### src/rtl/ex_div_seq_if.sv
// Handshake/operand bundle between the EX stage and the iterative divider.
// master = EX stage side, slave = divider side.
interface ex_div_seq_if #(
  parameter int XLEN = 32
);
  logic            start;
  logic            signed_op;
  logic            want_rem;
  logic [XLEN-1:0] dividend;
  logic [XLEN-1:0] divisor;
  logic            annul;
  logic            stall_req;
  logic            ready;
  logic [XLEN-1:0] result;
  logic            busy;

  modport master (
    output start, signed_op, want_rem, dividend, divisor, annul,
    input  stall_req, ready, result, busy
  );

  modport slave (
    input  start, signed_op, want_rem, dividend, divisor, annul,
    output stall_req, ready, result, busy
  );
endinterface

### src/rtl/ex_div_seq.sv
// Radix-2 restoring divider for DIV/DIVU/REM/REMU, one quotient bit per clock.
// Divides magnitudes and fixes signs at the end; divide-by-zero and signed
// overflow resolve in one cycle.
// Optional: define DIV_EARLY_OUT_EN to finish in one cycle when
// |divisor| > |dividend| (quotient 0, remainder = dividend).
// CNT_W must satisfy 2**CNT_W > XLEN.
module ex_div_seq #(
  parameter int XLEN  = 32,
  parameter int CNT_W = 6
) (
  input logic          clk,
  input logic          rst,
  ex_div_seq_if.slave  bus
);

  typedef enum logic [1:0] {IDLE, RUN, DONE} state_t;

  localparam logic [XLEN-1:0] MIN_NEG = {1'b1, {(XLEN-1){1'b0}}};

  state_t            state, state_nx;
  logic [CNT_W-1:0]  cnt;
  logic [XLEN-1:0]   rem, quo, dvs, result_q;
  logic              neg_q, neg_r, want_rem_q;

  logic [XLEN-1:0]   abs_a, abs_b, special_res, rem_nx, quo_nx, final_res;
  logic [XLEN:0]     rem_sh, trial;
  logic              div_zero, ovf, early, short_path, last, accept;

  // Operand magnitudes and one-cycle outcomes, evaluated at acceptance.
  assign abs_a    = (bus.signed_op && bus.dividend[XLEN-1]) ? -bus.dividend : bus.dividend;
  assign abs_b    = (bus.signed_op && bus.divisor[XLEN-1])  ? -bus.divisor  : bus.divisor;
  assign div_zero = (bus.divisor == '0);
  assign ovf      = bus.signed_op && (bus.dividend == MIN_NEG) && (bus.divisor == '1);
`ifdef DIV_EARLY_OUT_EN
  assign early    = !div_zero && !ovf && (abs_b > abs_a);
`else
  assign early    = 1'b0;
`endif
  assign short_path = div_zero || ovf || early;
  assign special_res = div_zero ? (bus.want_rem ? bus.dividend : '1) :
                       ovf      ? (bus.want_rem ? '0 : bus.dividend) :
                                  (bus.want_rem ? bus.dividend : '0);

  // One restoring step: shift {rem,quo}, trial subtract, keep if non-negative.
  assign rem_sh    = {rem, quo[XLEN-1]};
  assign trial     = rem_sh - {1'b0, dvs};
  assign rem_nx    = trial[XLEN] ? rem_sh[XLEN-1:0] : trial[XLEN-1:0];
  assign quo_nx    = {quo[XLEN-2:0], ~trial[XLEN]};
  assign last      = (cnt == CNT_W'(XLEN-1));
  assign final_res = want_rem_q ? (neg_r ? -rem_nx : rem_nx)
                                : (neg_q ? -quo_nx : quo_nx);

  assign accept        = (state == IDLE) && bus.start && !bus.annul;
  assign bus.stall_req = accept || (state == RUN);
  assign bus.ready     = (state == DONE);
  assign bus.busy      = (state != IDLE);
  assign bus.result    = result_q;

  // State register.
  always_ff @(posedge clk) begin
    if (rst) state <= IDLE;
    else     state <= state_nx;
  end

  // Next state: annul wins everywhere; DONE always drops back to IDLE.
  always_comb begin
    state_nx = state;
    if (bus.annul) begin
      state_nx = IDLE;
    end else begin
      unique case (state)
        IDLE:    if (bus.start) state_nx = short_path ? DONE : RUN;
        RUN:     if (last)      state_nx = DONE;
        DONE:                   state_nx = IDLE;
        default:                state_nx = IDLE;
      endcase
    end
  end

  // Datapath: latch operands at acceptance, iterate in RUN, hold result otherwise.
  always_ff @(posedge clk) begin
    if (rst) begin
      cnt        <= '0;
      rem        <= '0;
      quo        <= '0;
      dvs        <= '0;
      neg_q      <= 1'b0;
      neg_r      <= 1'b0;
      want_rem_q <= 1'b0;
      result_q   <= '0;
    end else if (!bus.annul) begin
      if (accept) begin
        cnt        <= '0;
        rem        <= '0;
        quo        <= abs_a;
        dvs        <= abs_b;
        neg_q      <= bus.signed_op & (bus.dividend[XLEN-1] ^ bus.divisor[XLEN-1]);
        neg_r      <= bus.signed_op & bus.dividend[XLEN-1];
        want_rem_q <= bus.want_rem;
        if (short_path) result_q <= special_res;
      end else if (state == RUN) begin
        rem <= rem_nx;
        quo <= quo_nx;
        cnt <= cnt + CNT_W'(1);
        if (last) result_q <= final_res;
      end
    end
  end

endmodule

### src/flat_wrapper.sv
// flat-port wrapper written by rule: the top's interface ports become plain ports
module ex_div_seq_flat 
#(
  parameter int XLEN  = 32,
  parameter int CNT_W = 6
)
  (clk, rst, bus_start, bus_signed_op, bus_want_rem, bus_dividend, bus_divisor, bus_annul, bus_stall_req, bus_ready, bus_result, bus_busy);
  ex_div_seq_if #(.XLEN(XLEN)) bus_i ();
  input logic clk;
  input logic rst;
  input wire logic [$bits(bus_i.start)-1:0] bus_start;
  input wire logic [$bits(bus_i.signed_op)-1:0] bus_signed_op;
  input wire logic [$bits(bus_i.want_rem)-1:0] bus_want_rem;
  input wire logic [$bits(bus_i.dividend)-1:0] bus_dividend;
  input wire logic [$bits(bus_i.divisor)-1:0] bus_divisor;
  input wire logic [$bits(bus_i.annul)-1:0] bus_annul;
  output wire logic [$bits(bus_i.stall_req)-1:0] bus_stall_req;
  output wire logic [$bits(bus_i.ready)-1:0] bus_ready;
  output wire logic [$bits(bus_i.result)-1:0] bus_result;
  output wire logic [$bits(bus_i.busy)-1:0] bus_busy;
  assign bus_i.start = bus_start;
  assign bus_i.signed_op = bus_signed_op;
  assign bus_i.want_rem = bus_want_rem;
  assign bus_i.dividend = bus_dividend;
  assign bus_i.divisor = bus_divisor;
  assign bus_i.annul = bus_annul;
  assign bus_stall_req = bus_i.stall_req;
  assign bus_ready = bus_i.ready;
  assign bus_result = bus_i.result;
  assign bus_busy = bus_i.busy;
  ex_div_seq #(.XLEN(XLEN), .CNT_W(CNT_W)) u_core (.clk(clk), .rst(rst), .bus(bus_i));
endmodule
### config.mk
export PLATFORM = sky130hd
export DESIGN_NAME = ex_div_seq_flat
export DESIGN_NICKNAME = d
export VERILOG_FILES = /design/src/rtl/ex_div_seq_if.sv /design/src/rtl/ex_div_seq.sv /design/src/flat_wrapper.sv
export SDC_FILE = /design/constraint.sdc
export NUM_CORES = 1
export LEC_CHECK = 0
export ABC_AREA = 1
export BUFFER_PORTS_ARGS = -buffer_cell sky130_fd_sc_hd__buf_4
export CAP_MARGIN = 20
export CELL_PAD_IN_SITES_DETAIL_PLACEMENT = 2
export CELL_PAD_IN_SITES_GLOBAL_PLACEMENT = 2
export CORE_MARGIN = 4
export CORE_UTILIZATION = 32
export DETAILED_ROUTE_END_ITERATION = 12
export PLACE_DENSITY_LB_ADDON = 0.1
export RECOVER_POWER = 25
export SYNTH_ARGS = -nofsm -noshare
export SYNTH_HDL_FRONTEND = slang
export SYNTH_SLANG_ARGS = --single-unit
### constraint.sdc
create_clock -name clk -period 4.9 [get_ports clk]
set_clock_uncertainty 0.05 [all_clocks]
set_input_delay 0.49 -clock clk [delete_from_list [all_inputs] [get_ports clk]]
set_output_delay 0.49 -clock clk [all_outputs]
set_load 0.005 [all_outputs]
==> impl_metrics.yaml, run 1 <==
run_status:
  status: "complete, but fails checks"
  violations: "capacitance limit, slew limit"
power_and_ir_drop:
  p_leak_uw: 0.00727
  ir_drop_mv: 0.249
  powerDensity_nw_per_um2: 257
cts:
  ctsResizeCount: 0
  numCtsBuffers: 17
  clock_latency_ns: 0.46
  cts_tree: "done"
  cts-root-buf: "clkbuf_16"
  cts_hold_buf: 0
  clock-sinks: 139
  htree_levels: 4
  clock_path_buffers: 2
  post-cts-setup-buffer-count: 0
  clk_pin_slew_ns: 0.07
timing:
  maxSlewHeadroom_pct: -3.65
  hold_viol: 0
  grt_setup_unrepaired: "no"
  drv_slew: 46
  period_share_pct: 90.2
  fmax_mhz: 226
  setup_tns_ns: 0
  setup_slack_ns: 0.478
  setup_viol: 0
  fin_crit_ns: 4.42
  max_slew.worst_pin.slew_ns: 1.55
global_route:
  grt_pass1_wl_mm: 97.5
  antenna_found_initial: 1
  grt_overflow: 0
  grt_pass1_vias: 16302
  grt_usage_pct: 28.7
  grt_max_degree: 84
synth:
  synth.distinct_cells: 54
  async_flop_share_pct: 0
  synth_area_um2: 12800
  avgSynthCellArea_um2: 5.70
  synth_edf_count: 0
  syn-num-nets: 2348
  ys_seq_area_share_pct: 21.8
  ys_warn_count: 0
  synth_cells: 2239
  ys_ff_latch: 139
  ys.flop_type: "dfxtp_1"
drt:
  wirelength_mm: 63.4
  viasPerCell: 5.43
  routedWlPerCell_um: 22.5
  num_vias: 15327
  postRouteAntennaNets: 0
  first_iter_violations: 1005
  drt_first_pass_iters: 5
  drc: 0
placed_design:
  portBuffers: 104
  dp.cells: 2789
  gp_congestion: 0.897
  dp_hpwl_mm: 50.4
  pre_cts_slack_ns: 0.306
critical_path:
  critPathTopFamily: "simple AND/OR/NAND/NOR gates"
  worst-path-buf-inv: 3
  crit_fanout: 48
  cp_data_arrival_time_ns: 4.76
  critPathMaxStageDelay_ns: 0.42
  path_class: "flip-flop to flip-flop"
  crit_path_end_kind: "flip-flop"
  cp_slowest_cell: "fa_1"
  critPathLaunchType: "flip-flop"
  cp_common_cell: "nand2_1"
  required_ns: 5.24
cells_and_area:
  synthToLayoutAreaGrowth_pct: 13.8
  finalNonFillerCells: 2821
  layout-drive-gt1-share_pct: 9.86
  final_net_count: 2399
  diodes: 0
min_path:
  hold_path.class: "primary input to flip-flop"
floorplanning:
  die-area_um2: 43100
  die_height_um: 208
  num_rows: 72
  die_w_um: 208
  ioPinCount: 105
  initial_core_util_pct: 32.7
  core-area_um2: 39000
flow_run:
  drv_cap: 1
## through the flow
step                      instance area, um^2  utilization [%]  hold slack (ns)  power (uW)
after floorplan                         12800                -            0.395        1950
after global placement                  13900             35.7            0.406        2360
after detailed placement                13900             35.7            0.433        2400
after CTS                               14500             37.2            0.265        3740
after global routing                    14500             37.2            0.274        3930
final                                   14500             37.2            0.269        3730
## worst min-delay path, cell delays in order
cell and delay [ns]:
buf_4 0.10, nor2_1 0.05, o2111ai_1 0.07, inv_1 0.04
## cells in the mapped netlist, drive strengths merged, types with 3 or more instances
| master | number | area share, % |
|---|---|---|
| a21o | 5 | 0.29 |
| a21oi | 214 | 8.7 |
| a31oi | 5 | 0.25 |
| buf | 26 | 1.3 |
| clkbuf | 63 | 1.9 |
| clkinv | 3 | 0.088 |
| dfxtp | 139 | 22 |
| ha | 38 | 3.7 |
| inv | 309 | 9.1 |
| nand2 | 701 | 21 |
| nand3 | 172 | 7.1 |
| nand3b | 7 | 0.41 |
| nand4 | 32 | 1.6 |
| nor2 | 198 | 6.0 |
| nor3 | 36 | 1.7 |
| nor3b | 5 | 0.33 |
| nor4 | 10 | 0.49 |
| o211ai | 5 | 0.29 |
| o21ai | 162 | 6.5 |
| o21bai | 6 | 0.35 |
| o221ai | 21 | 1.4 |
| o31ai | 5 | 0.29 |
| or2 | 8 | 0.39 |
| xnor2 | 10 | 0.69 |
| xor2 | 44 | 3.0 |
## cells by family after synthesis
group	synth area share, %
compound gates	18.6
xor+xnor	3.71
fa+ha+maj	3.88
buf+inv	12.3
flops	21.8
simple gates	39.7
## flip-flops by register name, indices dropped and copies added (netlist names)
| signal | count |
|---|---|
| u_core.neg_q | 1 |
| u_core.dvs | 32 |
| u_core.state | 2 |
| u_core.bus.result | 32 |
| u_core.neg_r | 1 |
| u_core.quo | 32 |
| u_core.cnt | 6 |
| u_core.rem | 32 |
| u_core.want_rem_q | 1 |
## layout by cell type (no fill, tap or decap), drive strengths merged
master    instances
a211oi            2
a21boi            1
a21o              5
a21oi           214
a221oi            1
a31oi             5
and2              1
and3              2
buf              87
clkbuf           51
clkinv            6
clkinvlp          2
dfxtp           139
fa                1
ha               38
inv             319
nand2           701
nand3           172
nand3b            7
nand4            32
nor2            198
nor3             36
nor3b             5
nor4             10
o2111ai           1
o211ai            5
o21a              2
o21ai           162
o21bai            6
o221ai           21
o22ai             2
o31ai             5
or2               8
or3               1
or4               1
xnor2            10
xor2             44
## power breakdown
group | switching, uW | total (uW) | leakage, uW | internal [uW]
sequential | 51.2 | 1230 | 0.00113 | 1180
clock | 658 | 1340 | 0.000278 | 678
combinational | 831 | 1170 | 0.00586 | 336
## per-layer routing
| metal | vias to the layer above | GRT usage, % | part of all wire [%] |
|---|---|---|---|
| met5 | - | 0 | 0 |
| met1 | 7668 | 40.1 | 48 |
| met4 | 0 | 6.57 | 2.0 |
| met3 | 58 | 4.37 | 4.2 |
| met2 | 272 | 46.7 | 46 |
| li1 | 7329 | - | - |
## worst paths after layout
check                               startpoint  cells past startpoint  slack, ns                    end
worst min register to register  u_core.quo[28]                      2       0.44         u_core.quo[28]
worst max register to register  u_core.quo[31]                     28       0.48  u_core.bus.result[28]
worst min-delay path                 bus_annul                      4       0.27        u_core.state[1]
worst max-delay path            u_core.quo[31]                     28       0.48  u_core.bus.result[28]
## cell type report
class / instances / area, um^2
tap: 518 / 648
timing repair buffer: 121 / 902
sequential: 139 / 2780
clock inverter: 15 / 149
fill: 5032 / 24500
multi-input combinational: 1699 / 8440
inverter: 312 / 1170
clock buffer: 17 / 425
No activity file was read; power rests on OpenSTA's default activity.
==> run 2: changes to the inputs <==
CORE_UTILIZATION = 35   (was 32)
clock period = 5.55 ns   (was 4.9 ns; I/O delays follow)
==> run 2 against run 1 <==
The run now ends clean. Cell area down 0.48%. Clock power down 6%. Sequential share of layout area up 0.093 points. Critical path depth down 5. Setup slack better by 0.30 ns. Global-route usage up 3.7 points.
==> impl_metrics.yaml, run 2 (synthesis gave the netlist of run 1 again) <==
critical_path:
  cp_slowest_cell: "o21ai_0"
  worst-path-stages: 23
  crit_fanout: 6
  crit_end: "u_core.bus.result[24]"
  ff2ff_path_depth: 23
  required_ns: 5.83
  r2r-end: "u_core.bus.result[24]"
  ff2ff_setup_slack_ns: 0.78
  path_class: "flip-flop to flip-flop"
  path_cells: "inv_1 > ha_1 > nand2_1 > inv_2 > a21oi_2 > nand2_2 > a21oi_4 > nand3_2 > nand2_4 > ha_1 > inv_1 > nor3_1 > inv_1 > nor4_1 > nand2_1 > inv_1 > nand4_1 > nand2_1 > o21ai_0 > o21ai_0 > nand2_1 > nand2_1 > a21oi_1"
  critPathLaunchType: "flip-flop"
  cp_data_arrival_time_ns: 5.05
  crit_path_end_kind: "flip-flop"
  worst-path-buf-inv: 5
  critPathMaxStageDelay_ns: 0.49
  reg2reg_from: "u_core.dvs[23]"
  crit_start: "u_core.dvs[23]"
  critPathTopFamily: "simple AND/OR/NAND/NOR gates"
  cp_common_cell: "nand2_1"
cts:
  clk_pin_slew_ns: 0.08
  cts-root-buf: "clkbuf_16"
  htree_levels: 4
  clock-sinks: 139
  clock_path_buffers: 2
  cts_hold_buf: 0
  post-cts-setup-buffer-count: 0
  ctsResizeCount: 0
  numCtsBuffers: 17
  clock_latency_ns: 0.46
  cts_tree: "done"
power_and_ir_drop:
  ir_drop_mv: 0.192
  swShare_pct: 39.9
  switchingPower_uw: 1350
  p_int_uw: 2030
  powerDensity_nw_per_um2: 234
  power_frac_seq_pct: 32.3
  pwr-share-comb_pct: 30.4
  p_total_uw: 3380
  p_leak_uw: 0.00728
  clkPwrFrac_pct: 37.3
global_route:
  antenna_found_initial: 2
  grt_pass1_vias: 16743
  grt_pass1_wl_mm: 98.8
  grt_max_degree: 84
  grt_overflow: 0
  grt_usage_pct: 32.4
cells_and_area:
  mostFrequentLayoutCell: "nand2_1"
  layout-drive-gt1-share_pct: 9.70
  diodes: 0
  synthToLayoutAreaGrowth_pct: 13.2
  final_net_count: 2395
  final_cell_mix: "nand2_1, inv_1, a21oi_1, nor2_1, nand3_1"
timing:
  setup_tns_ns: 0
  drv_slew: 0
  maxSlewHeadroom_pct: 2.99
  grt_setup_unrepaired: "no"
  max_slew.worst_pin.slew_ns: 1.45
  period_share_pct: 85.9
  fmax_mhz: 210
  fin_crit_ns: 4.77
  hold_viol: 0
  setup_viol: 0
floorplanning:
  ioPinCount: 105
  die-area_um2: 39600
  core-area_um2: 35700
  die_height_um: 199
  num_rows: 69
  die_w_um: 199
  initial_core_util_pct: 35.7
drt:
  dr_wl_met2_mm: 29.7
  viasPerCell: 5.63
  first_iter_violations: 919
  postRouteAntennaNets: 0
  routed.top_layer: "met5"
  routedWlPerCell_um: 23.3
  drt_first_pass_iters: 5
  drt-met1-wl_mm: 29.6
  wl_met3_mm: 3.52
  wirelength_mm: 64.4
  num_vias: 15531
  drc: 0
flow_run:
  drv_cap: 0
min_path:
  hold_path.class: "primary input to flip-flop"
placed_design:
  portBuffers: 104
  gp_congestion: 0.916
  dp_hpwl_mm: 49.6
run_status:
  status: "completed"
-- run 2: cell count changes in the layout (fill, tap and decap cells not counted), moves of 2 or more --
| cell | before | now |
|---|---|---|
| inv_8 | 5 | 3 |
| clkbuf_1 | 5 | 3 |
| clkbuf_4 | 29 | 31 |
| bufinv_16 | 0 | 2 |
| buf_4 | 86 | 82 |
-- run 2: worst min path at each step --
| stage | startpoint | endpoint | depth (start not counted) | slack, ns |
|---|---|---|---|---|
| 2_1_floorplan | u_core.quo[29] | u_core.quo[29] | 2 | 0.40 |
| 3_3_place_gp | u_core.quo[29] | u_core.quo[29] | 2 | 0.41 |
| 3_5_place_dp | u_core.quo[29] | u_core.quo[29] | 2 | 0.42 |
| 4_1_cts | bus_want_rem | u_core.want_rem_q | 3 | 0.34 |
| 5_1_grt | bus_annul | u_core.state[0] | 3 | 0.37 |
| 6_report | bus_want_rem | u_core.want_rem_q | 3 | 0.35 |
-- run 2: power groups by stage --
stage	Combinational, uW	Clock, uW	Sequential, uW
floorplan	630	0	1090
global placement	952	0	1110
detailed placement	992	0	1110
CTS	1010	1260	1090
global route	1120	1310	1090
finish	1030	1260	1090
-- run 2: metrics by stage --
step	instance area, um^2	setup WS, ns	utilization (%)	hold slack (ns)	std cells
finish	14500	0.781	40.4	0.349	2760
global route	14500	0.440	40.4	0.374	2760
CTS	14400	0.894	40.4	0.341	2759
detailed placement	13800	1.06	38.7	0.423	2727
global placement	13800	1.27	38.7	0.405	2727
floorplan	12800	1.54	-	0.395	2239
-- run 2: routing by layer --
layer,GRT usage [%],vias up
li1,-,7321
met1,43.3,7756
met2,54.0,375
met3,6.15,77
met4,7.98,2
met5,0,-
-- run 2: cell type report --
class	instances	area [um^2]
multi-input cells	1699	8420
repair buffers	117	887
flip-flops and latches	139	2780
clock inverters	14	171
inverters	312	1170
clock buffers	18	439
well taps	461	577
fillers	4624	21300
-- run 2: worst reg2reg max path, cell delays in order, from the launching register on --
cell and delay [ns]:
dfxtp_1 0.37, inv_1 0.15, ha_1 0.40, nand2_1 0.17
inv_2 0.05, a21oi_2 0.19, nand2_2 0.10, a21oi_4 0.24
nand3_2 0.22, nand2_4 0.13, ha_1 0.14, inv_1 0.07
nor3_1 0.32, inv_1 0.14, nor4_1 0.44, nand2_1 0.14
inv_1 0.14, nand4_1 0.14, nand2_1 0.15, o21ai_0 0.13
o21ai_0 0.49, nand2_1 0.13, nand2_1 0.08, a21oi_1 0.08
